==> src/rtl/alu_seq_ctrl.sv <==
// Button-driven sequential ALU: tick-sampled debounced commands feed an IDLE/CALC/HOLD controller.
// Optional macro ALU_CHAIN_EN: the CALC result is also written back into reg_a so executes chain.
module alu_seq_ctrl #(
  parameter int unsigned WIDTH    = 4,
  parameter int unsigned TICK_DIV = 50000
) (
  input  logic             clk,
  input  logic             rst_n,
  input  logic [3:0]       pb,
  input  logic [WIDTH-1:0] sw,
  input  logic [2:0]       op,
  output logic [WIDTH-1:0] led,
  output logic             ovf,
  output logic             busy,
  output logic             valid
);

  localparam int unsigned CNT_W = $clog2(TICK_DIV);

  typedef enum logic [1:0] {IDLE, CALC, HOLD} state_t;

  state_t           state_q, state_d;
  logic [CNT_W-1:0] cnt;
  logic             tick;
  logic [3:0]       sync1, sync2, smp, fire;
  logic             armed;
  logic             do_clr, do_exec, do_lda, do_ldb;
  logic [WIDTH-1:0] reg_a, reg_b, result;
  logic             ovf_q;
  logic [WIDTH:0]   alu_full;

  // Free-running sample-period counter; only reset touches it
  assign tick = (cnt == CNT_W'(TICK_DIV - 1));

  always_ff @(posedge clk or negedge rst_n) begin
    if (!rst_n)    cnt <= '0;
    else if (tick) cnt <= '0;
    else           cnt <= cnt + CNT_W'(1);
  end

  // The first tick after reset only primes smp, so buttons held through reset never fire
  always_ff @(posedge clk or negedge rst_n) begin
    if (!rst_n) begin
      sync1 <= '0;
      sync2 <= '0;
      smp   <= '0;
      armed <= 1'b0;
    end else begin
      sync1 <= pb;
      sync2 <= sync1;
      if (tick) begin
        smp   <= sync2;
        armed <= 1'b1;
      end
    end
  end

  assign fire    = (tick && armed) ? (sync2 & ~smp) : 4'b0000;
  assign do_clr  = fire[0];
  assign do_exec = fire[3] & ~fire[0];
  assign do_lda  = fire[1] & ~fire[0] & ~fire[3];
  assign do_ldb  = fire[2] & ~fire[0] & ~fire[3] & ~fire[1];

  // ALU: bit WIDTH carries carry/borrow/shifted-out bit
  always_comb begin
    alu_full = '0;
    case (op)
      3'b000:  alu_full = {1'b0, reg_a} + {1'b0, reg_b};
      3'b001:  alu_full = {1'b0, reg_a} - {1'b0, reg_b};
      3'b010:  alu_full = {1'b0, reg_a & reg_b};
      3'b011:  alu_full = {1'b0, reg_a | reg_b};
      3'b100:  alu_full = {1'b0, reg_a ^ reg_b};
      3'b101:  alu_full = {1'b0, ~reg_a};
      3'b110:  alu_full = {reg_a, 1'b0};
      3'b111:  alu_full = {reg_a[0], 1'b0, reg_a[WIDTH-1:1]};
      default: alu_full = '0;
    endcase
  end

  always_ff @(posedge clk or negedge rst_n) begin
    if (!rst_n) begin
      reg_a  <= '0;
      reg_b  <= '0;
      result <= '0;
      ovf_q  <= 1'b0;
    end else if (do_clr) begin
      reg_a  <= '0;
      reg_b  <= '0;
      result <= '0;
      ovf_q  <= 1'b0;
    end else begin
      if (do_lda) reg_a <= sw;
      if (do_ldb) reg_b <= sw;
      if (state_q == CALC) begin
        result <= alu_full[WIDTH-1:0];
        ovf_q  <= alu_full[WIDTH];
`ifdef ALU_CHAIN_EN
        reg_a  <= alu_full[WIDTH-1:0];
`endif
      end
    end
  end

  always_ff @(posedge clk or negedge rst_n) begin
    if (!rst_n) state_q <= IDLE;
    else        state_q <= state_d;
  end

  always_comb begin
    state_d = state_q;
    if (do_clr) begin
      state_d = IDLE;
    end else begin
      case (state_q)
        IDLE:    if (do_exec) state_d = CALC;
        CALC:    state_d = HOLD;
        HOLD: begin
          if (do_exec)               state_d = CALC;
          else if (do_lda || do_ldb) state_d = IDLE;
        end
        default: state_d = IDLE;
      endcase
    end
  end

  // Outputs decode directly from flops: state, reg_a, result, ovf_q
  always_comb begin
    busy  = 1'b0;
    valid = 1'b0;
    ovf   = 1'b0;
    led   = reg_a;
    case (state_q)
      CALC: busy = 1'b1;
      HOLD: begin
        valid = 1'b1;
        ovf   = ovf_q;
        led   = result;
      end
      default: ;
    endcase
  end

endmodule

==> config.mk <==
export PLATFORM = sky130hd
export DESIGN_NAME = alu_seq_ctrl
export DESIGN_NICKNAME = d
export VERILOG_FILES = /design/src/rtl/alu_seq_ctrl.sv
export SDC_FILE = /design/constraint.sdc
export NUM_CORES = 1
export LEC_CHECK = 0
export ABC_AREA = 1
export CORE_MARGIN = 1
export CORE_UTILIZATION = 61
export CTS_CLUSTER_SIZE = 24
export DETAILED_ROUTE_END_ITERATION = 10
export GPL_TIMING_DRIVEN = 0
export PLACE_DENSITY = 0.81
export SLEW_MARGIN = 10
export SYNTH_ARGS = -nofsm -noshare
export SYNTH_HDL_FRONTEND = slang
export SYNTH_SLANG_ARGS = --single-unit
==> constraint.sdc <==
create_clock -name clk -period 2.91 [get_ports clk]
set_clock_uncertainty 0.05 [all_clocks]
set_input_delay 0.582 -clock clk [delete_from_list [all_inputs] [get_ports clk]]
set_output_delay 0.582 -clock clk [all_outputs]
set_load 0.01 [all_outputs]
### Word level (Yosys, flattened, before mapping)

Index checks and enable logic that the tools add are counted.

| cells by class | value |
|---|---|
| $add $sub $neg | 3 |
| equality and inequality tests | 12 |
| mux-type cells | 20 |
| bitwise gates (word level) | 15 |
| reductions and logical operators | 8 |

Operators by type and width:

| cell | number |
|---|---|
| $pmux W5 S8 | 1 |
| $mux W4 | 8 |
| $add A16 B1 Y16 const B | 1 |
| $eq A16 B16 Y1 const B | 1 |
| $mux W16 | 1 |
| $eq A3 B3 Y1 const B | 4 |
| $and A4 B4 Y4 | 2 |
| $mux W2 | 4 |
| $not A4 Y4 | 2 |
| $and A1 B1 Y1 | 6 |
| $eq A3 B2 Y1 const B | 2 |
| $pmux W2 S3 | 1 |
| $reduce_bool A2 Y1 | 3 |
| $add A4 B4 Y5 | 1 |
| $mux W1 | 5 |
| $sub A4 B4 Y5 | 1 |
| $ne A4 B4 Y1 const B | 1 |
| $or A4 B4 Y4 | 1 |
| $xor A4 B4 Y4 | 1 |
| $eq A3 B1 Y1 const B | 1 |
| $logic_not A3 Y1 | 1 |
| $ne A3 B3 Y1 const B | 1 |
| $not A1 Y1 | 3 |
| $eq A2 B1 Y1 const B | 1 |
| 5 further kinds | 5 |

| storage, ports and cells | value |
|---|---|
| bits in registers | 44 |
| output and inout port bits | 7 |
| logic and storage cells | 68 |

### Depth between registers and ports, before layout

| logic depth | value |
|---|---|
| word-level depth | 12 |
| mapped depth | 16 |
| mapped depth without buffers | 16 |

### Worst setup path before layout

No wires, ideal clock.

| timing path | value |
|---|---|
| kind | input to register |
| start | input op[1] |
| end | register ovf_q |
| library setup time | 118 ps |
| arrival | 1950 ps |
| data required time | 2742 ps |
| slack | 793 ps |
| stages on the path | 15 |
| path through | inv_1 nand3_1 nor2_1 a21oi_1 fa_1 nand2_1 inv_1 nor2_1 nor2_1 nor2_1 inv_1 nand2_1 nand3_1 nand3_1 nand2_1 |

| on the way | value |
|---|---|
| cells in the longest elaborated chain, start to end | 4 |
| elaborated cells on any way between the ends | 11 |

Ends and longest elaborated chain:

| item | line | source |
|---|---|---|
| from (decl) | 11 | `input logic [2:0] op,` |
| $eq A3 B3 Y1 (tied with other cells) | 67 | `case (op)` |
| $pmux W5 S8 (*) | 67 |  |
| $mux W1 (*) | 94 | `if (state_q == CALC) begin` |
| $mux W1 (*) | 86 | `end else if (do_clr) begin` |
| to (signal assigned) | 96 | `ovf_q <= alu_full[WIDTH];` |
| to (decl) | 29 | `logic ovf_q;` |

Mark *: on every way between the ends. The rest lies on a longest branch, timed or not. The select of a mux whose other input is x is not followed.
A chain may end at the register's enable or synchronous reset.

### Worst setup path in the final report

Ends and elaborated chain as after synthesis.

==> results.md <==
- Status: completed
- H-Tree Depth: 2
- Design Area, Final: 0.00307 mm2
- CTS-repair resized insts: 0
- Port Buf Inserts: 19
- CP max FO: 6
- Longest Clk Path Bufs: 2
- Combinational cell fraction of total power: 5.9%
- Register bit total from synthesis: 44
- Iteration-0 DRC Markers: 128
- Kind of critical path: in -> reg
- Seq/Total Area, Yosys: 41.1%
- Startpoint types: input port
- Setup bufs post-CTS: 0
- Syn_nets: 352
- Via density: 5.40
- ANT nets after route: 0
- Synth unique cells: 33
- Post-DP Area: 0.00295 mm2
- Period utilization: 90.3%
- CTS Hold Bufs: 0
- Die height: 68.3 um
- Vias in the first global route: 1,968
- Flop pwr share: 52.7%
- Layout fillers: 310
- Final Non-Filler Cells: 402
- CP Capture Type: flip-flop
- Crit-path max cell delay: 0.49 ns
- Syn Inst Count: 324
- Slowest-stage cell, CP: clkdlybuf4s50_1
- Syn Area/Cell: 8.26 um2
- Switch Pwr: 0.251 mW
- Number of diodes: 0
- Switching Fraction: 21.3%
- WP data required: 3.06 ns
- VDD IR-drop max: 0.395 mV
- Top-area cell type share of the netlist area: 41.1%
- CP cell instances: clkdlybuf4s50_1, inv_1, nand3_1, nor2_1, a21oi_1, fa_1, nand2_1, inv_1, nor2_1, nor2_1, nor2_1, inv_1, nand2_1, nand3_1, nand3_1, nand2_1
- Routed WL per cell: 12.8 um
- Placed insts: 394
- Largest net degree at the start of global routing: 26
- Area growth from synthesis to layout: 14.8%
- Worst hold path class: in -> async
- Initial Util: 65.1%
- Mapped Area: 0.00268 mm2
- Max Clock Freq: 380 MHz
- Met1 Resource Use GR: 37.3%
- Most common cell after layout, fill and taps aside: nand2_1
- CTS root buf: clkbuf_8
- Pwr dens: 383 mW/mm2
- Worst-margin pin slew: 0.499 ns
- GPL Wtd Cong: 0.879
- RR Endpoint: ovf_q$_DFFE_PN0P_
- Met2 Use GR: 36.6%
- HPWL Detailed: 4090 um
- Total CTS buffers: 5
- First-pass GRT wire length: 8600 um
- R2R Setup Slk: 0.68 ns
- Total Routed Length: 5160 um
- RSZ-0062 raised after global routing: false
- Vias after detailed routing: 2,171
- Max-slew violation count: 0
- Crit-path most repeated cell: nor2_1
- CP arrival: 2.78 ns
- Insertion delay to the later sink of the worst-skew pair: 0.30 ns
- Initial antenna violation count: 0
- # rows: 23
- Placeable core area: 0.00412 mm2
- Utilization after layout: 74.7%
- Tmin final: 2.63 ns
- Count of final setup violators: 0
- Sink Count: 44
- Crit Reg-Reg Startpoint: reg_b[0]$_DFFE_PN0P_
- Setup TNS Final: 0 ns
- Final nets: 379
- Clk pwr share: 41.5%
- Synth area leader: dfrtp_1
- DRC violations left: 0
- Die Wd: 68.3 um
- Delay-heaviest family, CP: simple AND/OR/NAND/NOR gates
- Grt ovf: 0
- LEAKAGE: 1.60 nW
- Total power: 1.18 mW
- Busiest layer in global routing: met1
- CTS tree: yes
- DR pass1 iterations: 4
- GR Util met3: 5.17%
- Reg clk slew, reported paths: 0.08 ns
- Int Power: 0.926 mW
- Max-slew headroom: 66.7%
- Number of top-level pins: 20
- Hold Fails Final Rpt: 0
- Fraction of layout cells with a size suffix above 1: 10.2%
- Global Route Usage Sum: 25.2%
- Yosys warns: 0
- Max Cap Viol: 0
- Most frequent cells in the layout: 52 x nand2_1, 50 x inv_1, 44 x dfrtp_1, 39 x nor2_1, 33 x nand3_1
- Worst path bufs/invs: 4
- Stages on worst setup path: 16
- FF-to-FF path depth: 14
- Die ar.: 0.00466 mm2
- Top cells by area, synth: dfrtp_1 41%, nand2_1 7.3%, inv_1 7.0%
[cell type report]
type	count	area [um2]	share of cell area, %
Buffer	3	13.8	0.448
Clock buffer	6	82.6	2.69
Clock inverter	2	38.8	1.26
Inverter	54	203	6.59
Multi-Input combinational cell	223	1360	44.2
Sequential cell	44	1100	35.8
Tap cell	50	62.6	2.04
Timing Repair Buffer	20	213	6.92
[cells by family after synthesis]
logic type               after synthesis  share of synthesized area, %
buffers and inverters                 57                          8.08
XOR/XNOR                               8                          2.62
AND/OR/NAND/NOR                      161                          32.0
adder cells (fa/ha/maj)               15                          7.29
flip-flops                            44                          41.1
AO/OA/AOI/OAI                         39                          8.88
[power groups by stage]
stage / Sequential, mW / Clock [mW] / Combinational [mW]
2_1_floorplan: 0.631 / 0 / 0.0273
3_3_place_gp: 0.632 / 0 / 0.0641
3_5_place_dp: 0.632 / 0 / 0.0693
4_1_cts: 0.620 / 0.498 / 0.0700
5_1_grt: 0.620 / 0.523 / 0.0776
6_report: 0.620 / 0.488 / 0.0692
[worst register-to-register path: cells and delay by family, from the launching register on]
kind	cells	cell delay, ns
flip-flops	1	0.44
adder cells (fa/ha/maj)	2	0.73
buffers and inverters	3	0.19
AND/OR/NAND/NOR	8	0.60
AO/OA/AOI/OAI	1	0.10
[layer usage]
metal	up-vias	share of wire, %
met5	-	0
met4	0	1.2
met3	6	6.2
met2	60	43
met1	993	49
li1	1112	-
[cell usage after synthesis]
cell       number
clkbuf_1        1
nand4_2         1
dfrtp_1        44
nand3_1        33
nand3_4         2
buf_2           2
inv_2           4
nand2_4         3
nor2_2          1
nand4_1         8
o211ai_1        2
nor3_1          7
nor2_4          4
o21ai_1         4
nand2_1        52
o2111ai_1       3
o21bai_1        1
nor2_1         39
ha_1           14
nand2_2         3
a21oi_1        13
nor3_2          1
o31ai_1         2
a21oi_4         1
o221ai_1        2
nand4_4         1
fa_1            1
o21ai_0        11
xor2_1          8
inv_1          50
nor3b_1         1
nand3b_1        2
nor2_8          3
[state kept, by name (all words and copies together), names as in the netlist]
register  cells
sync1         4
smp           4
state_q       2
result        4
reg_b         4
ovf_q         1
sync2         4
reg_a         4
armed         1
cnt          16
[worst max path at each step]
| stage | from | endpoint | slack [ns] |
|---|---|---|---|
| 6_report | op[1] | ovf_q$_DFFE_PN0P_ | 0.28 |
| 5_1_grt | op[1] | ovf_q$_DFFE_PN0P_ | 0.08 |
| 4_1_cts | op[1] | ovf_q$_DFFE_PN0P_ | 0.28 |
| 3_5_place_dp | op[1] | ovf_q$_DFFE_PN0P_ | -0.02 |
| 3_3_place_gp | op[1] | ovf_q$_DFFE_PN0P_ | 0.04 |
| 2_1_floorplan | op[1] | ovf_q$_DFFE_PN0P_ | 0.79 |
[metrics by stage]
step                setup WS (ns)  hold WS (ns)
floorplan                   0.793         0.236
global placement           0.0372         0.282
detailed placement        -0.0214         0.285
CTS                         0.279         0.199
global route               0.0849         0.206
finish                      0.281         0.186
(Power assumes the default switching activity.)
